## src/rtl/apb_irq_aggregator.sv

```systemverilog
// apb_irq_aggregator: APB-mapped interrupt aggregator with pending latches, masks, W1C and lowest-index-first active ID
module apb_irq_aggregator #(
  parameter int                   NUM_IRQ   = 8,
  parameter logic [NUM_IRQ-1:0]   EDGE_MASK = 8'h01
) (
  input  logic               PCLK,
  input  logic               PRESET,
  input  logic               PSEL,
  input  logic               PENABLE,
  input  logic               PWRITE,
  input  logic [4:2]         PADDR,
  input  logic [31:0]        PWDATA,
  output logic [31:0]        PRDATA,
  input  logic [NUM_IRQ-1:0] IRQ_IN,
  output logic               IRQ_OUT
);
  logic [NUM_IRQ-1:0] pending_q, pending_d, enable_q, enable_d, irq_prev_q;
  logic [NUM_IRQ-1:0] hw_set, sw_set, w1c, act;
  logic [4:0]         act_id;
  logic [31:0]        rd;
  logic               wr, irq_out_q, unused_wdata;
  assign unused_wdata = ^PWDATA;
  assign wr     = PSEL & PENABLE & PWRITE;
  assign w1c    = (wr && PADDR == 3'd1) ? PWDATA[NUM_IRQ-1:0] : '0;
  assign sw_set = (wr && PADDR == 3'd4) ? PWDATA[NUM_IRQ-1:0] : '0;
  // edge sources only fire when the previous sample was low; level sources fire whenever high
  assign hw_set    = IRQ_IN & ~(EDGE_MASK & irq_prev_q);
  assign pending_d = (pending_q & ~w1c) | hw_set | sw_set;
  assign enable_d  = (wr && PADDR == 3'd2) ? PWDATA[NUM_IRQ-1:0] : enable_q;
  assign act       = pending_q & enable_q;
  always_ff @(posedge PCLK or posedge PRESET) begin
    if (PRESET) begin
      pending_q  <= '0;
      enable_q   <= '0;
      irq_prev_q <= '0;
      irq_out_q  <= 1'b0;
    end else begin
      pending_q  <= pending_d;
      enable_q   <= enable_d;
      irq_prev_q <= IRQ_IN;
      irq_out_q  <= |act;
    end
  end
  always_comb begin
    act_id = '0;
    for (int i = NUM_IRQ - 1; i >= 0; i--)
      if (act[i]) act_id = 5'(i);
  end
  always_comb begin
    rd = '0;
    case (PADDR)
      3'd0:    rd = 32'(IRQ_IN);
      3'd1:    rd = 32'(pending_q);
      3'd2:    rd = 32'(enable_q);
      3'd3:    rd = {|act, 26'b0, act_id};
      default: rd = '0;
    endcase
    PRDATA = (PSEL && !PWRITE && !PRESET) ? rd : '0;
  end
  assign IRQ_OUT = irq_out_q;
endmodule

```

## config.mk

```make
export PLATFORM = sky130hd
export DESIGN_NAME = apb_irq_aggregator
export DESIGN_NICKNAME = d
export VERILOG_FILES = /design/src/rtl/apb_irq_aggregator.sv
export SDC_FILE = /design/constraint.sdc
export NUM_CORES = 1
export LEC_CHECK = 0
export BUFFER_PORTS_ARGS = -buffer_cell sky130_fd_sc_hd__buf_2
export CORE_MARGIN = 4
export CORE_UTILIZATION = 44
export CTS_CLUSTER_DIAMETER = 100
export CTS_CLUSTER_SIZE = 24
export DETAILED_ROUTE_END_ITERATION = 8
export PLACE_DENSITY_LB_ADDON = 0.3
export REMOVE_ABC_BUFFERS = 1
export SLEW_MARGIN = 20
export SYNTH_ARGS = -nofsm -noshare
export SYNTH_HDL_FRONTEND = slang
export SYNTH_SLANG_ARGS = --single-unit
export TNS_END_PERCENT = 5
```

## constraint.sdc

```tcl
create_clock -name PCLK -period 4.2 [get_ports PCLK]
set_clock_uncertainty 0.15 [all_clocks]
set_input_delay 0.84 -clock PCLK [delete_from_list [all_inputs] [get_ports PCLK]]
set_output_delay 0.84 -clock PCLK [all_outputs]
set_load 0.01 [all_outputs]
```

* Word-level counts from Yosys, hierarchy flattened
Index checks and enable logic that the tools add are counted.
** Storage, ports and cells
- Input port bits :: 48
- Output and inout bits :: 33
- Register bits :: 18
- Logic and storage cells :: 38
** Operators by class
- Reduce and logical (&&, ||, !) cells :: 9
- Bitwise gates (word level) :: 9
- Equality and inequality tests :: 4
- Multiplexer cells :: 12
** Operators with widths (count)
- $pmux 32 s4 :: 1
- $mux 5 :: 7
- $mux 32 :: 1
- $and 8x8->8 :: 3
- $mux 8 :: 2
- $or 8x8->8 :: 2
- $not 1->8 :: 1
- $not 8->8 :: 1
- $reduce_or 8->1 :: 1
- $eq 3x2->1 const B :: 2
- $logic_and 1x1->1 :: 5
- $eq 3x1->1 const B :: 1
- $eq 3x3->1 const B :: 1
- $logic_not 3->1 :: 1
- $mux 3 :: 1
- $and 1x1->1 :: 2
- $logic_not 1->1 :: 2

* Depth between registers and ports, before layout
Gate-level depths: netlist (run 1).
- Depth after elaboration :: 11
- Depth in mapped cells :: 6
- Mapped depth without buffers :: 4

* Worst setup path after synthesis (run 1)
No wires, ideal clock.
- Kind :: input port to output port
- Start :: input port PADDR[4] (netlist bit)
- End :: output port PRDATA[31]
- Slack :: 1.249 ns
- Stages on the path :: 4
- Data arrival time :: 1.961 ns
- Required time :: 3.210 ns
- Buffers on the path :: 1
- Cells stage by stage :: or4b_1 buf_2 nor2_4 a21boi_0
** Between the ends
- Word-level cells in the longest chain between the ends :: 3
- Elaborated cells between the ends (all ways) :: 6
- Those cells by class :: 3 x eq/ne; 2 x mux; 1 x reduce/logical
** RTL lines
- from (decl) :: line 11 : input logic [4:2] PADDR,
- $eq 3x2->1 (tied with other cells) :: line 51 : case (PADDR)
- $pmux 32 s4 (*) :: line 51
- $mux 32 (*) :: line 58 : PRDATA = (PSEL && !PWRITE && !PRESET) ? rd : '0;
- to (decl) :: line 13 : output logic [31:0] PRDATA,
Every way passes the cells marked *; elsewhere a longest branch is shown, timed or not.

* Final worst setup path (run 1)
- Start :: input port PADDR[4] (netlist bit)
- End :: output port PRDATA[1]
The elaborated chain is that of the path after synthesis.

==> results of run 1 <==
==> state kept, by name, indices dropped and copies added, names as in the netlist <==
signal / cells
enable_q: 8
IRQ_OUT: 1
pending_q: 8
irq_prev_q: 1
==> through the flow <==
| stage | utilization [%] | cells | total power [mW] | setup slack [ps] |
|---|---|---|---|---|
| 2_1_floorplan | - | 130 | 0.282 | 1200 |
| 3_3_place_gp | 49.0 | 194 | 0.316 | 945 |
| 3_5_place_dp | 49.0 | 194 | 0.320 | 932 |
| 4_1_cts | 50.3 | 198 | 0.427 | 933 |
| 5_1_grt | 50.3 | 198 | 0.451 | 839 |
| 6_report | 50.3 | 198 | 0.425 | 908 |
==> how the worst max path moves through the flow <==
stage | startpoint | to | cells after the start
after CTS | PADDR[4] | PRDATA[31] | 5
after global routing | PADDR[4] | PRDATA[31] | 5
after detailed placement | PADDR[4] | PRDATA[31] | 5
final | PADDR[4] | PRDATA[1] | 6
after global placement | PADDR[4] | PRDATA[31] | 5
after floorplan | PADDR[4] | PRDATA[31] | 3
==> cells by family (layout without fill, tap and decap cells) <==
logic type      after synthesis  count (layout)  synth area share (%)
compound gates               27              27                  16.0
flops                        18              18                  36.0
buf+inv                      31              40                  16.8
mux                          16              16                  13.6
simple gates                 43              43                  17.3
other cells                   1              23                 0.300
==> power by group through the flow <==
stage                     Sequential (mW)  Clock, mW  Combinational [mW]
after floorplan                     0.207          0              0.0749
after global placement              0.210          0               0.105
after detailed placement            0.211          0               0.109
after CTS                           0.208      0.110               0.109
after global routing                0.211      0.117               0.123
final                               0.208      0.107               0.109
==> area by class of cell <==
type	count	area [um2]
clock buffers	4	36.3
fillers	256	1360
inverters	3	11.3
multi-input cells	109	673
flip-flops and latches	18	450
well taps	31	38.8
repair buffers	33	165
==> worst register-to-register path, cell delays in order (launching register included) <==
cell      delay (ps)
dfrtp_1          440
a22o_1           250
nand2b_1         160
inv_1             80
nand2_1           50
==> routing by layer <==
layer / track usage [%] / wire length, um / share of wire, %
met4: 7.43 / 41 / 1.4
met1: 19.2 / 1260 / 43
met2: 26.9 / 1400 / 48
met3: 5.03 / 232 / 7.9
met5: 0 / 0 / 0
==> cell usage in the layout (no fill, tap or decap), types with 2 or more instances in the layout <==
cell type   n
a21oi_1     7
a221o_1     8
a22oi_1     2
a31oi_1     2
a32o_1      2
buf_2      33
clkbuf_4    3
conb_1     23
dfrtp_1    18
inv_1       3
mux2_2      8
mux2i_1     8
nand2_1    18
nor2_1     13
nor2b_1     2
o21ai_0     3
==> run_results.csv, run 1 <==
group,metric,value,unit
run_status,outcome,"completed",
clock_tree,cts_resized,0,
synthesis,yosysWarnings,0,
sta,rsz0062_at_grt,"no",
power,p_sw_share,30.9,%
synthesis,synth_area,1250,um2
power,p_seq_share,49.0,%
placement,place_hpwl,2.15,mm
worst_setup_path,rr_startpoint,"pending_q[4]$_DFF_PP0_",
global_routing,grt-ovfl-total,0,
power,p_leak,0.650,nW
synthesis,synth.most_common_cell,"buf_4",
final_layout,drive_above_1_share,28.7,%
worst_setup_path,crit_path_cell_trace,"buf_2 -> or4b_1 -> nor2_4 -> nand4_1 -> o21ai_0 -> buf_2",
synthesis,synth-seq-area-share,36.0,%
final_layout,num_antenna_cells,0,
synthesis,synth_area_leaders,"dfrtp_1 36%, buf_4 14%, mux2_2 7.2%, a221o_1 6.4%, mux2i_1 6.4%",
global_routing,first_global_vias,1013,
worst_setup_path,regToRegSetupSlack,2960,ps
min_path,hp-start,"enable_q[0]$_DFFE_PP0P_",
power,vdd_drop_max,0.000269,V
clock_tree,clock-root-buffer,"clkbuf_4",
sta,setup_tns,0,ps
worst_setup_path,end_kind,"output pin",
worst_setup_path,worst-path-buf-inv,2,
placement,gp_congestion,0.816,
sta,finalCritPeriodShare,78.4,%
floorplanning,row_count,19,
floorplanning,core-area,2730,um2
final_layout,nNetsFinal,216,
worst_setup_path,cp_slowest_cell,"or4b_1",
synthesis,synthFlopType,"dfrtp_1",
synthesis,synth_common_cells,"24 x buf_4, 18 x dfrtp_1, 18 x nand2_1",
worst_setup_path,cp.required,3210,ps
synthesis,synth_top_cell_by_area,"dfrtp_1",
detailed_routing,drt.antenna.violating_nets,0,
min_path,hold_class,"register to register",
detailed_routing,viasPerCell,5.45,
worst_setup_path,crit_fanout,9,
synthesis,netlist_instances,136,
synthesis,async_flop_share,100,%
worst_setup_path,critPathMaxStageDelay,740,ps
worst_setup_path,reg2reg_to,"IRQ_OUT$_DFF_PP0_",
clock_tree,clkTransAtPathRegs,100,ps
sta,finalHoldViolCount,0,
global_routing,grt_usage,16.3,%
clock_tree,cts-htree-levels,1,
detailed_routing,wl_per_cell,14.8,um
power,pwr_density_cell,309,nW/um2
worst_setup_path,critPathLaunchType,"input port",
worst_setup_path,arrival,2300,ps
final_layout,syn_to_final_growth,9.90,%
placement,io_buffer_count,33,
clock_tree,cts_tree,"done",
sta,hold_slack,412,ps
clock_tree,cts_setup_buffers,0,
sta,final.min_clock_period,3290,ps
floorplanning,start_util,45.8,%
floorplanning,ios,81,
synthesis,syn_area_per_cell,9.20,um2
floorplanning,die-height,61.3,um
worst_setup_path,path_class,"input port to output pin",
sta,finalSetupViolCount,0,
synthesis,synth_enable_flop_cells,0,
floorplanning,dieArea,3760,um2
flow_run,maxCapViolCount,0,
synthesis,ys_ff_latch,18,
synthesis,yosysUniqueCellTypes,30,
sta,maxSlewHeadroom,36.9,%
power,power_frac_clock,25.3,%
clock_tree,insertion_delay,300,ps
sta,max_slew.worst_pin.slew,938,ps
worst_setup_path,crit_family,"simple AND/OR/NAND/NOR gates",
power,p_comb_share,25.7,%
detailed_routing,drt_iter0_drc,37,
detailed_routing,drc,0,
clock_tree,cts.sink_count,18,
global_routing,grt_max_degree,19,
clock_tree,postCtsHoldBufs,0,
detailed_routing,wl,2.94,mm
global_routing,grt_first_pass_wirelength,4.44,mm
global_routing,antenna_found_initial,0,
detailed_routing,firstDrtPassIters,4,
clock_tree,numCtsBuffers,3,
sta,fmax,0.304,GHz
min_path,worstHoldPathCells,1,
placement,dpl_cell_area,1340,um2
floorplanning,die_w,61.3,um
synthesis,synth_top_area_share,36.0,%
power,intPower,0.293,mW
sta,drv_slew,0,
min_path,whs_endpoint,"enable_q[0]$_DFFE_PP0P_",
worst_setup_path,path_common_cell,"buf_2",
power,p_sw,0.131,mW
final_layout,final_cell_area,1380,um2
worst_setup_path,reg2reg_depth,4,
clock_tree,clockBufferDepth,2,
detailed_routing,vias,1079,
(Power assumes the default switching activity.)
==> run 2: changes to the inputs <==
--- a/config.mk
+++ b/config.mk
@@ -7,7 +7,7 @@
 export LEC_CHECK = 0
 export BUFFER_PORTS_ARGS = -buffer_cell sky130_fd_sc_hd__buf_2
 export CORE_MARGIN = 4
-export CORE_UTILIZATION = 44
+export CORE_UTILIZATION = 38
 export CTS_CLUSTER_DIAMETER = 100
 export CTS_CLUSTER_SIZE = 24
 export DETAILED_ROUTE_END_ITERATION = 8
==> constraint.sdc (replaced) <==
create_clock -name PCLK -period 2.9 [get_ports PCLK]
set_clock_uncertainty 0.15 [all_clocks]
set_input_delay 0.58 -clock PCLK [delete_from_list [all_inputs] [get_ports PCLK]]
set_output_delay 0.58 -clock PCLK [all_outputs]
set_load 0.01 [all_outputs]
==> run 2 against run 1 <==
Wire length is 3.3% higher. Hold slack worse by 180 ps. Combinational power up 50%. Die area increased by 14%. Final cell count grew 9.6%. Power up 46%. Count of clock-buffer cells in the layout did not move. Via count is 3.0% lower. Core utilization is 4.0 points lower. Critical path type unchanged. Global-route usage down 2.2 points. Sequential power up 44%. Worst setup slack got worse by 730 ps.
==> run_results.csv, run 2 (synthesis results as in run 1) <==
group,metric,value,unit
final_layout,final_cell_area,1440,um2
global_routing,grt-ovfl-total,0,
floorplanning,ios,81,
sta,fmax,0.367,GHz
power,finalPower,0.620,mW
worst_setup_path,end_kind,"output pin",
power,p_leak,0.680,nW
placement,dpl_cell_area,1400,um2
worst_setup_path,cp.required,2170,ps
sta,finalCritPeriodShare,94.0,%
detailed_routing,vias,1047,
placement,post-place-ws,189,ps
final_layout,nNetsFinal,222,
floorplanning,row_count,20,
clock_tree,insertion_delay,290,ps
clock_tree,cts_tree,"done",
sta,max_slew.worst_pin.slew,704,ps
placement,io_buffer_count,33,
sta,final.min_clock_period,2730,ps
clock_tree,clockBufferDepth,2,
floorplanning,core-area,3100,um2
detailed_routing,wl_per_cell,14.0,um
final_layout,fin_util,46.3,%
run_status,outcome,"completed",
sta,hold_slack,236,ps
worst_setup_path,reg2reg_depth,4,
worst_setup_path,path_class,"input port to output pin",
global_routing,grt_usage,14.1,%
global_routing,grt_first_pass_wirelength,4.75,mm
floorplanning,die_w,65.4,um
sta,setup_ws,173,ps
sta,finalSetupViolCount,0,
placement,gp_congestion,0.832,
floorplanning,die-height,65.4,um
flow_run,maxCapViolCount,0,
final_layout,biggestRegsByFlops,"enable_q: 8 flops, pending_q: 8 flops",
detailed_routing,wl,3.04,mm
clock_tree,numCtsBuffers,3,
placement,place_hpwl,2.27,mm
detailed_routing,drt.antenna.violating_nets,0,
clock_tree,clock-root-buffer,"clkbuf_4",
power,pwr_density_cell,431,nW/um2
sta,finalHoldViolCount,0,
final_layout,final_common_cell,"buf_2",
global_routing,grt_max_degree,19,
final_layout,layout_common_cells,"33 x buf_2, 23 x conb_1, 18 x dfrtp_1, 18 x nand2_1, 13 x nor2_1",
final_layout,nFillCells,305,
worst_setup_path,crit_fanout,6,
floorplanning,start_util,40.3,%
sta,maxSlewHeadroom,53.0,%
clock_tree,cts-htree-levels,1,
placement,dp_cells,213,
worst_setup_path,arrival,2000,ps
sta,drv_slew,0,
final_layout,drive_above_1_share,31.2,%
floorplanning,dieArea,4270,um2
power,vdd_drop_max,0.000264,V
final_layout,num_antenna_cells,0,
sta,rsz0062_at_grt,"no",
sta,setup_tns,0,ps
clock_tree,cts.sink_count,18,
detailed_routing,drt_iter0_drc,59,
detailed_routing,drc,0,
clock_tree,postCtsHoldBufs,0,
final_layout,instances_no_fill,217,
detailed_routing,viasPerCell,4.82,
global_routing,first_global_vias,1023,
min_path,hold_class,"input port to async pin",
global_routing,antenna_found_initial,0,
clock_tree,cts_resized,0,
clock_tree,clkTransAtPathRegs,100,ps
clock_tree,cts_setup_buffers,0,
worst_setup_path,critPathLaunchType,"input port",
final_layout,syn_to_final_growth,14.8,%
detailed_routing,firstDrtPassIters,4,
## run 2: cell count changes in the layout (fill, tap and decap cells not counted), sizes merged
cell / before / now
buf: 33 / 39
## run 2: metal layers
metal,share of wire [%],track usage [%]
met1,42,17.4
met2,50,24.7
met3,8.4,3.93
met4,0,2.07
met5,0,0
## run 2: final timing paths
check	startpoint	endpoint	slack, ps
max in group asynchronous	PRESET	irq_prev_q[0]$_DFF_PP0_	1920
min in group PCLK	IRQ_IN[0]	irq_prev_q[0]$_DFF_PP0_	270
setup / recovery	PADDR[4]	PRDATA[31]	170
setup reg to reg	pending_q[4]$_DFF_PP0_	IRQ_OUT$_DFF_PP0_	1660
hold reg to reg	enable_q[0]$_DFFE_PP0P_	enable_q[0]$_DFFE_PP0P_	410
hold / removal	PRESET	enable_q[4]$_DFFE_PP0P_	240
## run 2: worst max-delay path: stages
cell	delay, ps
buf_2	110
or4b_1	690
nor2_4	190
a21boi_0	250
buf_2	180
## run 2: cell type report
| cell class | count | area [um2] | area share (%) |
|---|---|---|---|
| tap | 44 | 55.1 | 3.83 |
| multi-input combinational | 109 | 673 | 46.9 |
| inverter | 3 | 11.3 | 0.784 |
| sequential | 18 | 450 | 31.4 |
| clock buffer | 4 | 36.3 | 2.53 |
| timing repair buffer | 39 | 210 | 14.6 |
## run 2: power breakdown
group          leakage [nW]  total (mW)  switching (mW)  internal (mW)
Combinational         0.466       0.163          0.0878         0.0750
Clock                0.0210       0.156          0.0799         0.0765
Sequential            0.194       0.300          0.0235          0.277
